===== config.mk =====
export PLATFORM = sky130hd
export DESIGN_NAME = interrupt_request_register
export DESIGN_NICKNAME = d
export VERILOG_FILES = /design/src/rtl/pic_pkg.sv /design/src/rtl/ir_sync_edge.sv /design/src/rtl/interrupt_request_register.sv
export SDC_FILE = /design/constraint.sdc
export NUM_CORES = 1
export LEC_CHECK = 0
export CAP_MARGIN = 25
export CORE_MARGIN = 2
export CORE_UTILIZATION = 39
export CTS_BUF_LIST = sky130_fd_sc_hd__clkbuf_2 sky130_fd_sc_hd__clkbuf_4 sky130_fd_sc_hd__clkbuf_8
export CTS_CLUSTER_SIZE = 14
export DETAILED_ROUTE_END_ITERATION = 8
export PLACE_DENSITY = 0.75
export SETUP_SLACK_MARGIN = 0.3
export SLEW_MARGIN = 10
export SYNTH_ARGS = -nofsm -noshare
export SYNTH_HDL_FRONTEND = slang
export SYNTH_SLANG_ARGS = --single-unit

===== constraint.sdc =====
create_clock -name clk -period 1.8 [get_ports clk]
set_input_delay 0.18 -clock clk [delete_from_list [all_inputs] [get_ports clk]]
set_output_delay 0.18 -clock clk [all_outputs]
set_load 0.005 [all_outputs]

===== src/rtl/pic_pkg.sv =====
// ----------------------------------------------------------------------------
// pic_pkg
// Shared constants and types for the PIC request/priority path.
//   NUM_IR      number of interrupt request lines
//   ir_vec_t    one bit per request line
//   LTIM_LEVEL  ICW1 LTIM value selecting level-triggered requests
//   LTIM_EDGE   ICW1 LTIM value selecting edge-triggered requests
// ----------------------------------------------------------------------------
package pic_pkg;

    localparam int unsigned NUM_IR = 8;

    typedef logic [NUM_IR-1:0] ir_vec_t;

    localparam logic LTIM_LEVEL = 1'b1;
    localparam logic LTIM_EDGE  = 1'b0;

endpackage


===== src/rtl/ir_sync_edge.sv =====
// ----------------------------------------------------------------------------
// ir_sync_edge
// Conditions the external IR lines: brings them into the clk domain and
// produces the sampled level s and a one-cycle rising-edge flag rise.
//
// Build option (macro IR_SYNC_EN):
//   defined   - each line passes a 2-flop synchroniser before s
//   undefined - each line is registered once (inputs already synchronous)
//
// Ports:
//   clk    in   system clock
//   rst_n  in   asynchronous active-low reset
//   ir     in   raw request lines
//   s      out  conditioned request level
//   rise   out  s & ~s_prev, suppressed until s_prev holds a post-reset sample
// ----------------------------------------------------------------------------
module ir_sync_edge #(
    parameter int unsigned NUM_IR = 8
) (
    input  logic              clk,
    input  logic              rst_n,
    input  logic [NUM_IR-1:0] ir,
    output logic [NUM_IR-1:0] s,
    output logic [NUM_IR-1:0] rise
);

    logic [NUM_IR-1:0] s_q;
    logic [NUM_IR-1:0] s_prev_q;

`ifdef IR_SYNC_EN
    localparam int unsigned SyncStages = 2;

    logic [NUM_IR-1:0] meta_q;

    always_ff @(posedge clk or negedge rst_n) begin
        if (!rst_n) begin
            meta_q <= '0;
            s_q    <= '0;
        end else begin
            meta_q <= ir;
            s_q    <= meta_q;
        end
    end
`else
    localparam int unsigned SyncStages = 1;

    always_ff @(posedge clk or negedge rst_n) begin
        if (!rst_n) begin
            s_q <= '0;
        end else begin
            s_q <= ir;
        end
    end
`endif

    // Tracks which pipeline stages hold real post-reset samples. The reset
    // zeros in s_prev are not a genuine "low", so a line already high when
    // reset releases must not look like a rising edge.
    logic [SyncStages:0] vld_q;

    always_ff @(posedge clk or negedge rst_n) begin
        if (!rst_n) begin
            s_prev_q <= '0;
            vld_q    <= '0;
        end else begin
            s_prev_q <= s_q;
            vld_q    <= {vld_q[SyncStages-1:0], 1'b1};
        end
    end

    assign s    = s_q;
    assign rise = s_q & ~s_prev_q & {NUM_IR{vld_q[SyncStages]}};

endmodule


===== src/rtl/interrupt_request_register.sv =====
// ----------------------------------------------------------------------------
// interrupt_request_register
// Captures IR lines into the IRR (edge or level triggered), applies the IMR
// and presents masked pending requests plus a registered summary request.
//
// Build option (macro IR_SYNC_EN): adds a 2-flop input synchroniser, making
// ir -> irr/int_req latency 3 clk edges instead of 2.
//
// Ports:
//   clk        in   system clock
//   rst_n      in   asynchronous active-low reset
//   ir         in   external request lines
//   ltim       in   1 = level triggered, 0 = edge triggered
//   imr_wr     in   strobe: load imr from imr_wdata
//   imr_wdata  in   new mask value
//   ack_valid  in   strobe: clear IRR bits selected by ack_vec
//   ack_vec    in   bits to clear
//   irr_raw    out  unmasked IRR
//   irr        out  irr_raw & ~imr
//   imr        out  current mask
//   int_req    out  registered |irr, cycle-aligned with irr
// ----------------------------------------------------------------------------
module interrupt_request_register #(
    parameter int unsigned       NUM_IR  = pic_pkg::NUM_IR,
    parameter logic [NUM_IR-1:0] IMR_RST = '0
) (
    input  logic              clk,
    input  logic              rst_n,
    input  logic [NUM_IR-1:0] ir,
    input  logic              ltim,
    input  logic              imr_wr,
    input  logic [NUM_IR-1:0] imr_wdata,
    input  logic              ack_valid,
    input  logic [NUM_IR-1:0] ack_vec,
    output logic [NUM_IR-1:0] irr_raw,
    output logic [NUM_IR-1:0] irr,
    output logic [NUM_IR-1:0] imr,
    output logic              int_req
);

    import pic_pkg::*;

    logic [NUM_IR-1:0] s;
    logic [NUM_IR-1:0] rise;
    logic [NUM_IR-1:0] set_req;
    logic [NUM_IR-1:0] ack_clr;

    logic [NUM_IR-1:0] irr_d, irr_q;
    logic [NUM_IR-1:0] imr_d, imr_q;
    logic              int_req_d, int_req_q;

    ir_sync_edge #(
        .NUM_IR (NUM_IR)
    ) u_ir_sync_edge (
        .clk   (clk),
        .rst_n (rst_n),
        .ir    (ir),
        .s     (s),
        .rise  (rise)
    );

    always_comb begin
        set_req   = (ltim == LTIM_LEVEL) ? s : rise;
        ack_clr   = ack_valid ? ack_vec : '0;
        // Ack beats everything; a low line drops the request; otherwise set or hold.
        irr_d     = (irr_q | set_req) & s & ~ack_clr;
        imr_d     = imr_wr ? imr_wdata : imr_q;
        // Built from next-state values so int_req lines up with irr.
        int_req_d = |(irr_d & ~imr_d);
    end

    always_ff @(posedge clk or negedge rst_n) begin
        if (!rst_n) begin
            irr_q     <= '0;
            imr_q     <= IMR_RST;
            int_req_q <= 1'b0;
        end else begin
            irr_q     <= irr_d;
            imr_q     <= imr_d;
            int_req_q <= int_req_d;
        end
    end

    assign irr_raw = irr_q;
    assign irr     = irr_q & ~imr_q;
    assign imr     = imr_q;
    assign int_req = int_req_q;

endmodule


==> results of run 1 <==
==> kinds of logic (layout without fill, tap and decap cells) <==
group | Yosys count | after routing | share of synthesized area
multiplexers | 8 | 8 | 0.0717
other | 1 | 1 | 0.00299
AND/OR/NAND/NOR | 25 | 25 | 0.116
AO/OA/AOI/OAI | 12 | 12 | 0.0757
buffers and inverters | 10 | 81 | 0.0368
flip-flops | 35 | 35 | 0.697
==> cell usage after synthesis, drive strengths merged <==
master   n  share of area
o311ai   8          0.056
o22ai    4          0.020
inv      8          0.024
dfrtp   35           0.70
nor2b   16          0.086
conb     1         0.0030
buf      1         0.0090
mux2     8          0.072
nand2    8          0.024
or4      1         0.0060
clkbuf   1         0.0040
==> worst reg2reg max path, cell delays in order, from the launching register on <==
cell and delay (ns):
dfrtp_2 0.47, nor2b_2 0.19, o311ai_4 0.27, o22ai_2 0.13, or4_1 0.51
==> sequential cells by signal, summed over array words and instances (netlist names) <==
name                     flops
u_ir_sync_edge.vld_q         2
irr_raw                      8
u_ir_sync_edge.s             8
u_ir_sync_edge.s_prev_q      8
imr                          8
int_req                      1
==> routing by layer <==
layer | vias to the layer above | routed length, um | global-route usage
li1 | 450 | - | -
met1 | 464 | 1270 | 0.203
met2 | 51 | 1650 | 0.327
met3 | 8 | 245 | 0.0704
met4 | 0 | 69 | 0.0963
met5 | - | 0 | 0
==> cell type report <==
cell class,instances,share of cell area
inverter,8,0.0143
sequential,35,0.418
timing repair buffer,65,0.297
clock buffer,8,0.0346
tap,44,0.0262
multi-input combinational,46,0.210
==> worst max-delay path by stage <==
stage / start / endpoint / slack [ns]
after detailed placement: ltim / int_req$_DFF_PN0_ / -0.18
after global routing: u_ir_sync_edge.vld_q[1]$_DFF_PN0_ / int_req$_DFF_PN0_ / 0.04
after global placement: ltim / int_req$_DFF_PN0_ / -0.10
after floorplan: u_ir_sync_edge.vld_q[1]$_DFF_PN0_ / int_req$_DFF_PN0_ / 0.25
final: u_ir_sync_edge.vld_q[1]$_DFF_PN0_ / int_req$_DFF_PN0_ / 0.11
after CTS: u_ir_sync_edge.vld_q[1]$_DFF_PN0_ / int_req$_DFF_PN0_ / 0.15
==> layout by cell type (no fill, tap or decap), drive strengths merged, types with 8 or more instances in the layout <==
master	n
clkbuf	8
buf	12
inv	8
dfrtp	35
nor2b	16
o311ai	8
nand2	8
mux2	8
clkdlybuf4s50	40
dlygate4sd2	8
==> power by group <==
part / switching (mW) / total (mW) / leakage, nW / internal (mW)
logic: 0.111 / 0.311 / 0.545 / 0.200
registers: 0.0404 / 0.882 / 0.415 / 0.842
clock network: 0.235 / 0.480 / 0.0420 / 0.245
==> through the flow <==
step / hold slack (ns) / total power [mW] / instance area, sq um / cells
2_1_floorplan: -0.116 / 0.964 / 1260 / 91
3_3_place_gp: 0.332 / 1.16 / 1860 / 190
3_5_place_dp: 0.336 / 1.17 / 1860 / 190
4_1_cts: 0.243 / 1.68 / 2030 / 204
5_1_grt: 0.249 / 1.76 / 2100 / 206
6_report: 0.248 / 1.67 / 2100 / 206
==> repair_timing <==
action / 4_1_cts / 5_1_grt
setup buffers: 6 / 2
pin swaps: 5 / 4
setup endpoints to repair: 9 / 6
resized for setup: 20 / 10
==> results.txt, run 1 <==
----------------------------------------------------
[Timing]
  Timing-limited maximum frequency ... 0.593 GHz
  Setup ws final ... 0.113 ns
  Worst Tran Pin Value ... 0.661 ns
  Crit share post-route ... 0.937
  Tmin final ... 1.69 ns
  Final worst clock skew ... 0.00834 ns
  Rel. slew slack ... 0.560
  Number of failing setup endpoints in the final timing report ... 0
  Final TNS setup ... 0 ns
  Count of final max-slew check failures ... 0
  Setup repair after global routing missed its margin ... true
  Fin. Hold Viols ... 0

[Outcome]
  Run status ... completed

[Setup path]
  Slowest cell on the critical path ... or4_1
  Worst reg2reg path endpoint ... int_req$_DFF_PN0_
  Critical Path Source Type ... register
  Peak per-stage delay on the critical path ... 0.51 ns
  Crit path DAT ... 1.89 ns
  Top cell family by delay on the critical path ... simple AND/OR/NAND/NOR gates
  Worst R2R Setup Slack ... 0.11 ns
  Worst path buffer plus inverter count ... 0
  Crit Path Max Fanout ... 8
  Worst Path Required ... 2.00 ns
  Worst Path Class, Setup ... register to register
  Startpoint of the most critical register-to-register path ... u_ir_sync_edge.vld_q[1]$_DFF_PN0_
  WP depth ... 4
  CP endpoint kind ... register
  Worst reg2reg path depth ... 4
  Cells traversed along the worst timing path ... nor2b_2 > o311ai_4 > o22ai_2 > or4_1

[Synth]
  Synthesized area ... 1260 sq um
  Number of warnings printed during yosys synthesis ... 0
  Syn Nets ... 120
  Register bit count reported by yosys ... 35
  Mean Syn Cell Area ... 13.8 sq um
  Post-synth cell types ... 13
  Seq/Total Area, Yosys ... 0.697
  Cell count after synthesis ... 91

[Drt]
  Wire length per cell after detailed routing ... 15.7 um
  Final routed wirelength across all metal layers ... 3.23 mm
  Number of remaining DRC errors ... 0
  Initial DRC Count ... 27
  Number of search-and-repair iterations in the first detailed-routing pass ... 4
  Total number of vias ... 973
  Antenna Nets Post-Route ... 0
  Routed via count divided by cell count ... 4.72

[Global routing]
  Overall global routing resource usage ... 0.190
  First-pass GRT wire length ... 4.75 mm
  Vias in the first global route ... 993
  Overall overflow remaining after global route ... 0
  Maximum number of pins on one net before global-route repair ... 36
  Antenna violations before repair ... 0

[Run]
  Max-cap violations ... 0

[Place]
  Count of buffers from port buffering ... 53
  Pre-CTS setup slack ... -0.180 ns
  Final estimated routing congestion in global placement ... 0.779
  DPL Wire Length ... 2.19 mm

[Floorplanning]
  Chip width ... 60.8 um
  Initial core utilization ... 0.411
  Die H ... 60.8 um
  Floorplan core area ... 3050 sq um
  Std cell rows ... 20
  Total I/O pin count ... 54
  Die Outline Area ... 3690 sq um

[Final layout]
  Nets ... 190
  Area growth from synthesis to final layout ... 67.0%
  Footprint of the multi-input gates ... 440 sq um
  Layout filler cell count ... 243
  Sequential cell area in the final layout ... 877 sq um
  ANT cells ... 0
  Fraction of layout instances using a drive strength above 1 ... 0.259
  Core occupancy in the finished layout ... 0.687

[Clock network]
  Max Root-Sink Buffers ... 2
  Cell chosen for the clock root ... clkbuf_4
  Sink count of the clock tree ... 35
  Later-pin clock latency in the skew report ... 0.33 ns
  CTS HTree Levels ... 2
  Quantity of hold-fixing buffers added after cts ... 0
  TritonCTS clock tree ... built
  Total clock buffers created by CTS ... 5
  Clock transition at the registers of the reported paths ... 0.10 ns

[Power]
  PwrDens ... 797 nW/um^2
  Static leakage power ... 1.00 nW
  Largest voltage drop on the vdd net ... 0.537 mV

[Hold path]
  HP Class ... input pin to async pin

----------------------------------------------------
No activity file was read; power rests on OpenSTA's default activity.
==> run 2, diff against run 1 <==
--- a/config.mk
+++ b/config.mk
@@ -11,8 +11,9 @@
 export CTS_BUF_LIST = sky130_fd_sc_hd__clkbuf_2 sky130_fd_sc_hd__clkbuf_4 sky130_fd_sc_hd__clkbuf_8
 export CTS_CLUSTER_SIZE = 14
 export DETAILED_ROUTE_END_ITERATION = 8
-export PLACE_DENSITY = 0.75
+export PLACE_DENSITY = 0.85
 export SETUP_SLACK_MARGIN = 0.3
+export SKIP_CTS_REPAIR_TIMING = 1
 export SLEW_MARGIN = 10
 export SYNTH_ARGS = -nofsm -noshare
 export SYNTH_HDL_FRONTEND = slang
==> results.txt, run 2 (synthesis gave the netlist of run 1 again) <==
----------------------------------------------------
[Outcome]
  Run status ... completed

[Timing]
  Setup repair after global routing missed its margin ... true
  Count of final max-slew check failures ... 0 (unchanged)
  Worst Tran Pin Value ... 0.615 ns (-0.0457 ns)
  Fin. Hold Viols ... 0 (unchanged)
  Number of failing setup endpoints in the final timing report ... 0 (unchanged)
  Rel. slew slack ... 0.589 (+0.0298)
  Final worst clock skew ... 0.00772 ns (-0.000614 ns)
  Crit share post-route ... 0.952 (+0.0148)
  Timing-limited maximum frequency ... 0.583 GHz (-1.6%)
  Tmin final ... 1.71 ns (+0.0267 ns)

[Place]
  Final estimated routing congestion in global placement ... 0.787 (+1.1%)
  DPL Wire Length ... 2.26 mm (+3.1%)
  Count of buffers from port buffering ... 53 (unchanged)
  Instance count after placement with tap cells included ... 191 (+0.53%)

[Clock network]
  Max Root-Sink Buffers ... 2 (unchanged)
  CTS HTree Levels ... 2 (unchanged)
  Later-pin clock latency in the skew report ... 0.34 ns (about the same)
  TritonCTS clock tree ... built
  Clock transition at the registers of the reported paths ... 0.11 ns (about the same)
  Cell chosen for the clock root ... clkbuf_4
  Sink count of the clock tree ... 35 (unchanged)
  Total clock buffers created by CTS ... 5 (unchanged)

[Setup path]
  Crit path DAT ... 1.93 ns (+0.04 ns)
  Worst Path Required ... 2.02 ns (+0.02 ns)
  Critical Path Source Type ... register
  Worst reg2reg path endpoint ... int_req$_DFF_PN0_
  Worst R2R Setup Slack ... 0.09 ns (-0.03 ns)
  Worst reg2reg path depth ... 4 (unchanged)
  Critical Path Source ... u_ir_sync_edge.vld_q[1]$_DFF_PN0_
  Worst Path Class, Setup ... register to register
  Capture point of the worst path ... int_req$_DFF_PN0_
  Crit Path Max Fanout ... 8 (unchanged)
  CP endpoint kind ... register
  Startpoint of the most critical register-to-register path ... u_ir_sync_edge.vld_q[1]$_DFF_PN0_

[Drt]
  Wire length per cell after detailed routing ... 15.8 um (+1.0%)
  Initial DRC Count ... 16 (-41%)
  Number of search-and-repair iterations in the first detailed-routing pass ... 4 (unchanged)
  Number of remaining DRC errors ... 0 (unchanged)
  Antenna Nets Post-Route ... 0 (unchanged)
  Final routed wirelength across all metal layers ... 3.31 mm (+2.5%)
  Routed via count divided by cell count ... 4.77 (+0.89%)
  Total number of vias ... 996 (+2.4%)

[Final layout]
  Area growth from synthesis to final layout ... 68.7%
  Most common library cell in the layout ignoring fill and taps ... clkdlybuf4s50_1
  Nets ... 193 (+1.6%)
  Leading cell types in the layout, fill and taps excluded ... clkdlybuf4s50_1, dfrtp_1, buf_4
  ANT cells ... 0 (unchanged)
  Fraction of layout instances using a drive strength above 1 ... 0.267 (+0.00741)
  Final non-filler cell total ... 209 (+1.5%)

[Floorplanning]
  Die H ... 60.8 um (unchanged)
  Floorplan core area ... 3050 sq um (unchanged)
  Std cell rows ... 20 (unchanged)
  Chip width ... 60.8 um (unchanged)
  Die Outline Area ... 3690 sq um (unchanged)
  Initial core utilization ... 0.411 (unchanged)
  Total I/O pin count ... 54 (unchanged)

[Power]
  Net switching power figure ... 0.410 mW (+6.3%)
  Proportion of power drawn by flip-flops and latches ... 0.543 (+0.016)
  Pint ... 1.22 mW (-5.2%)
  Static leakage power ... 1.05 nW (+5.1%)
  Largest voltage drop on the vdd net ... 0.483 mV (-10%)
  Total power draw ... 1.63 mW (-2.6%)
  Clock network fraction of design power ... 0.259 (-0.028)
  Switching share of power ... 0.252 (+0.0210)
  Proportion of power drawn by combinational gates ... 0.198 (+0.012)
  PwrDens ... 769 nW/um^2 (-3.5%)

[Global routing]
  Vias in the first global route ... 959 (-3.4%)
  Overall overflow remaining after global route ... 0 (unchanged)
  First-pass GRT wire length ... 4.49 mm (-5.4%)
  Antenna violations before repair ... 0 (unchanged)
  Maximum number of pins on one net before global-route repair ... 36 (unchanged)
  Overall global routing resource usage ... 0.178 (-0.0116)

[Hold path]
  HP Class ... input pin to async pin

[Run]
  Max-cap violations ... 0 (unchanged)

----------------------------------------------------
## run 2: cell count changes in the layout (fill, tap and decap cells not counted), moves of 2 or more
cell / before / now
clkbuf_8: 2 / 0
dlymetal6s2s_1: 5 / 9
nor2b_2: 4 / 2
o311ai_2: 4 / 6
buf_4: 12 / 15
clkdlybuf4s50_1: 40 / 44
dlygate4sd2_1: 8 / 0
## run 2: routing by layer
| layer | vias up | GRT usage | part of all wire |
|---|---|---|---|
| met5 | - | 0 | 0 |
| met4 | 0 | 0.0528 | 0.014 |
| met3 | 5 | 0.0704 | 0.069 |
| met2 | 41 | 0.313 | 0.52 |
| met1 | 495 | 0.200 | 0.39 |
| li1 | 455 | - | - |
## run 2: how the worst min path moves through the flow
stage	to	slack, ns	depth (start not counted)
2_1_floorplan	imr[0]$_DFF_PN0_	-0.12	0
3_3_place_gp	u_ir_sync_edge.vld_q[1]$_DFF_PN0_	0.33	0
3_5_place_dp	u_ir_sync_edge.vld_q[1]$_DFF_PN0_	0.34	0
4_1_cts	u_ir_sync_edge.s[2]$_DFF_PN0_	0.25	2
5_1_grt	u_ir_sync_edge.s[5]$_DFF_PN0_	0.24	1
6_report	u_ir_sync_edge.s_prev_q[3]$_DFF_PN0_	0.24	2
## run 2: critical path, stage by stage (launching register included)
cell	delay, ns
dfrtp_2	0.50
nor2b_1	0.17
o311ai_2	0.27
o22ai_1	0.14
or4_1	0.52
## run 2: final cells by class
cell class	count	area (sq um)
Clock buffer	6	45.0
Clock inverter	2	12.5
Multi-Input combinational cell	46	434
Tap cell	44	55.1
Fill cell	221	933
Timing Repair Buffer	68	666
Inverter	8	30.0
Sequential cell	35	877
## run 2: metrics by stage
stage | area (sq um) | setup TNS, ns | util | setup WS, ns | hold WS (ns)
finish | 2120 | 0 | 0.694 | 0.0859 | 0.243
global route | 2120 | 0 | 0.694 | 0.0603 | 0.242
CTS | 1920 | -0.0216 | 0.629 | -0.0216 | 0.255
detailed placement | 1860 | -0.245 | 0.610 | -0.245 | 0.338
global placement | 1860 | -0.120 | 0.610 | -0.120 | 0.332
floorplan | 1260 | 0 | - | 0.252 | -0.116
## run 2: power groups by stage
stage	combinational [mW]	sequential [mW]	clock, mW
detailed placement	0.277	0.894	0
global route	0.347	0.891	0.471
floorplan	0.0747	0.889	0
global placement	0.268	0.890	0
finish	0.322	0.885	0.422
CTS	0.279	0.879	0.428
==> run 3, diff against run 2 <==
==> constraint.sdc (replaced) <==
create_clock -name clk -period 1.6 [get_ports clk]
set_input_delay 0.16 -clock clk [delete_from_list [all_inputs] [get_ports clk]]
set_output_delay 0.16 -clock clk [all_outputs]
set_load 0.005 [all_outputs]
==> results.txt, run 3 (synthesis gave the netlist of run 1 again) <==
----------------------------------------------------
[Clock network]
  Later-pin clock latency in the skew report ... 0.33 ns (about the same)
  Max Root-Sink Buffers ... 2 (unchanged)
  Sink count of the clock tree ... 35 (unchanged)
  Total clock buffers created by CTS ... 5 (unchanged)
  Clock transition at the registers of the reported paths ... 0.10 ns (about the same)
  Cell chosen for the clock root ... clkbuf_4
  CTS HTree Levels ... 2 (unchanged)
  TritonCTS clock tree ... built

[Timing]
  Setup repair after global routing missed its margin ... true
  Worst Tran Pin Value ... 0.602 ns (-0.0131 ns)
  Final worst clock skew ... 0.0166 ns (+0.00885 ns)
  Rel. slew slack ... 0.598 (+0.00874)
  Timing-limited maximum frequency ... 0.588 GHz (+0.75%)
  Setup ws final ... -0.101 ns (-0.187 ns)
  Fin. Hold Viols ... 0 (unchanged)
  Tmin final ... 1.70 ns (-0.0127 ns)
  Final TNS setup ... -0.101 ns (-0.101 ns)
  Count of final max-slew check failures ... 0 (unchanged)
  Number of failing setup endpoints in the final timing report ... 1 (+1)
  Crit share post-route ... 1.06 (+0.111)

[Global routing]
  Antenna violations before repair ... 0 (unchanged)
  First-pass GRT wire length ... 4.57 mm (+1.8%)
  Overall global routing resource usage ... 0.177 (-0.000771)
  Vias in the first global route ... 988 (+3.0%)
  Maximum number of pins on one net before global-route repair ... 36 (unchanged)
  Overall overflow remaining after global route ... 0 (unchanged)

[Setup path]
  Worst Path Class, Setup ... register to register
  Critical Path Source Type ... register
  Crit Path Max Fanout ... 7 (-1)
  Worst Path Required ... 1.81 ns (-0.21 ns)
  Crit path DAT ... 1.91 ns (-0.02 ns)
  CP endpoint kind ... register

[Power]
  PwrDens ... 834 nW/um^2 (+8.4%)
  Total power draw ... 1.83 mW (+12%)
  Static leakage power ... 1.24 nW (+17%)
  Largest voltage drop on the vdd net ... 0.470 mV (-2.7%)

[Final layout]
  Fraction of layout instances using a drive strength above 1 ... 0.323 (+0.0567)
  ANT cells ... 0 (unchanged)
  Core occupancy in the finished layout ... 0.719 (+0.0250)
  Area growth from synthesis to final layout ... 74.8%
  Nets ... 196 (+1.6%)
  Most common library cell in the layout ignoring fill and taps ... dfrtp_1
  Leading cell types in the layout, fill and taps excluded ... dfrtp_1, clkdlybuf4s50_1, dlymetal6s2s_1
  Layout filler cell count ... 186 (-16%)

[Drt]
  Number of remaining DRC errors ... 0 (unchanged)
  Antenna Nets Post-Route ... 0 (unchanged)
  Final routed wirelength across all metal layers ... 3.55 mm (+7.1%)
  Initial DRC Count ... 27 (+11)
  Wire length per cell after detailed routing ... 16.8 um (+6.1%)
  Routed via count divided by cell count ... 4.83 (+1.4%)
  Total number of vias ... 1020 (+2.4%)
  Number of search-and-repair iterations in the first detailed-routing pass ... 4 (unchanged)

[Outcome]
  Run status ... complete, but fails checks
  Violated checks ... setup timing

[Run]
  Max-cap violations ... 0 (unchanged)

[Floorplanning]
  Die Outline Area ... 3690 sq um (unchanged)
  Total I/O pin count ... 54 (unchanged)
  Die H ... 60.8 um (unchanged)
  Std cell rows ... 20 (unchanged)
  Floorplan core area ... 3050 sq um (unchanged)
  Chip width ... 60.8 um (unchanged)
  Initial core utilization ... 0.411 (unchanged)

[Place]
  Final estimated routing congestion in global placement ... 0.810 (+2.9%)
  DPL Wire Length ... 2.29 mm (+1.7%)
  Count of buffers from port buffering ... 53 (unchanged)

[Hold path]
  HP Class ... input pin to async pin

----------------------------------------------------
-- run 3: metal layers --
metal | vias up | part of all wire | GRT usage
met3 | 8 | 0.065 | 0.0640
met5 | - | 0 | 0
met1 | 508 | 0.37 | 0.203
met4 | 0 | 0.019 | 0.0714
met2 | 44 | 0.55 | 0.303
li1 | 460 | - | -
-- run 3: through the flow --
step	setup WS [ns]	hold slack, ns	std cells	cell area (sq um)
CTS	-0.166	0.241	200	1930
global placement	-0.291	0.332	193	1880
finish	-0.101	0.231	211	2200
floorplan	0.0520	-0.136	91	1260
global route	-0.144	0.237	211	2200
detailed placement	-0.372	0.335	193	1880
-- run 3: path summary, 6_finish.rpt --
kind	from	endpoint	slack, ns	depth (start not counted)
worst max-delay path	u_ir_sync_edge.vld_q[1]$_DFF_PN0_	int_req$_DFF_PN0_	-0.10	4
worst min-delay path	rst_n	u_ir_sync_edge.s[3]$_DFF_PN0_	0.23	2
worst max register to register	u_ir_sync_edge.vld_q[1]$_DFF_PN0_	int_req$_DFF_PN0_	-0.10	4
worst min register to register	u_ir_sync_edge.vld_q[0]$_DFF_PN0_	u_ir_sync_edge.vld_q[1]$_DFF_PN0_	0.36	0
max in group asynchronous	rst_n	irr_raw[7]$_DFF_PN0_	1.02	2
min in group clk	ir[3]	u_ir_sync_edge.s[3]$_DFF_PN0_	0.26	1
-- run 3: report_power, final --
group	switching [mW]	total, mW	internal [mW]	leakage, nW
combinational	0.133	0.367	0.235	0.787
clock	0.260	0.464	0.203	0.0341
sequential	0.0519	0.999	0.947	0.414
-- run 3: layout make-up --
cell class | count | area [sq um] | area share
clock buffer | 6 | 51.3 | 0.0234
clock inverter | 1 | 5.00 | 0.00228
inverter | 8 | 30.0 | 0.0137
multi-input combinational | 46 | 449 | 0.205
sequential | 35 | 878 | 0.400
tap | 44 | 55.1 | 0.0251
timing repair buffer | 71 | 727 | 0.331
-- run 3: critical path: stages, from the launching register on --
cell	delay [ns]
dfrtp_2	0.48
nor2b_1	0.17
o311ai_2	0.29
o22ai_1	0.17
or4_1	0.48
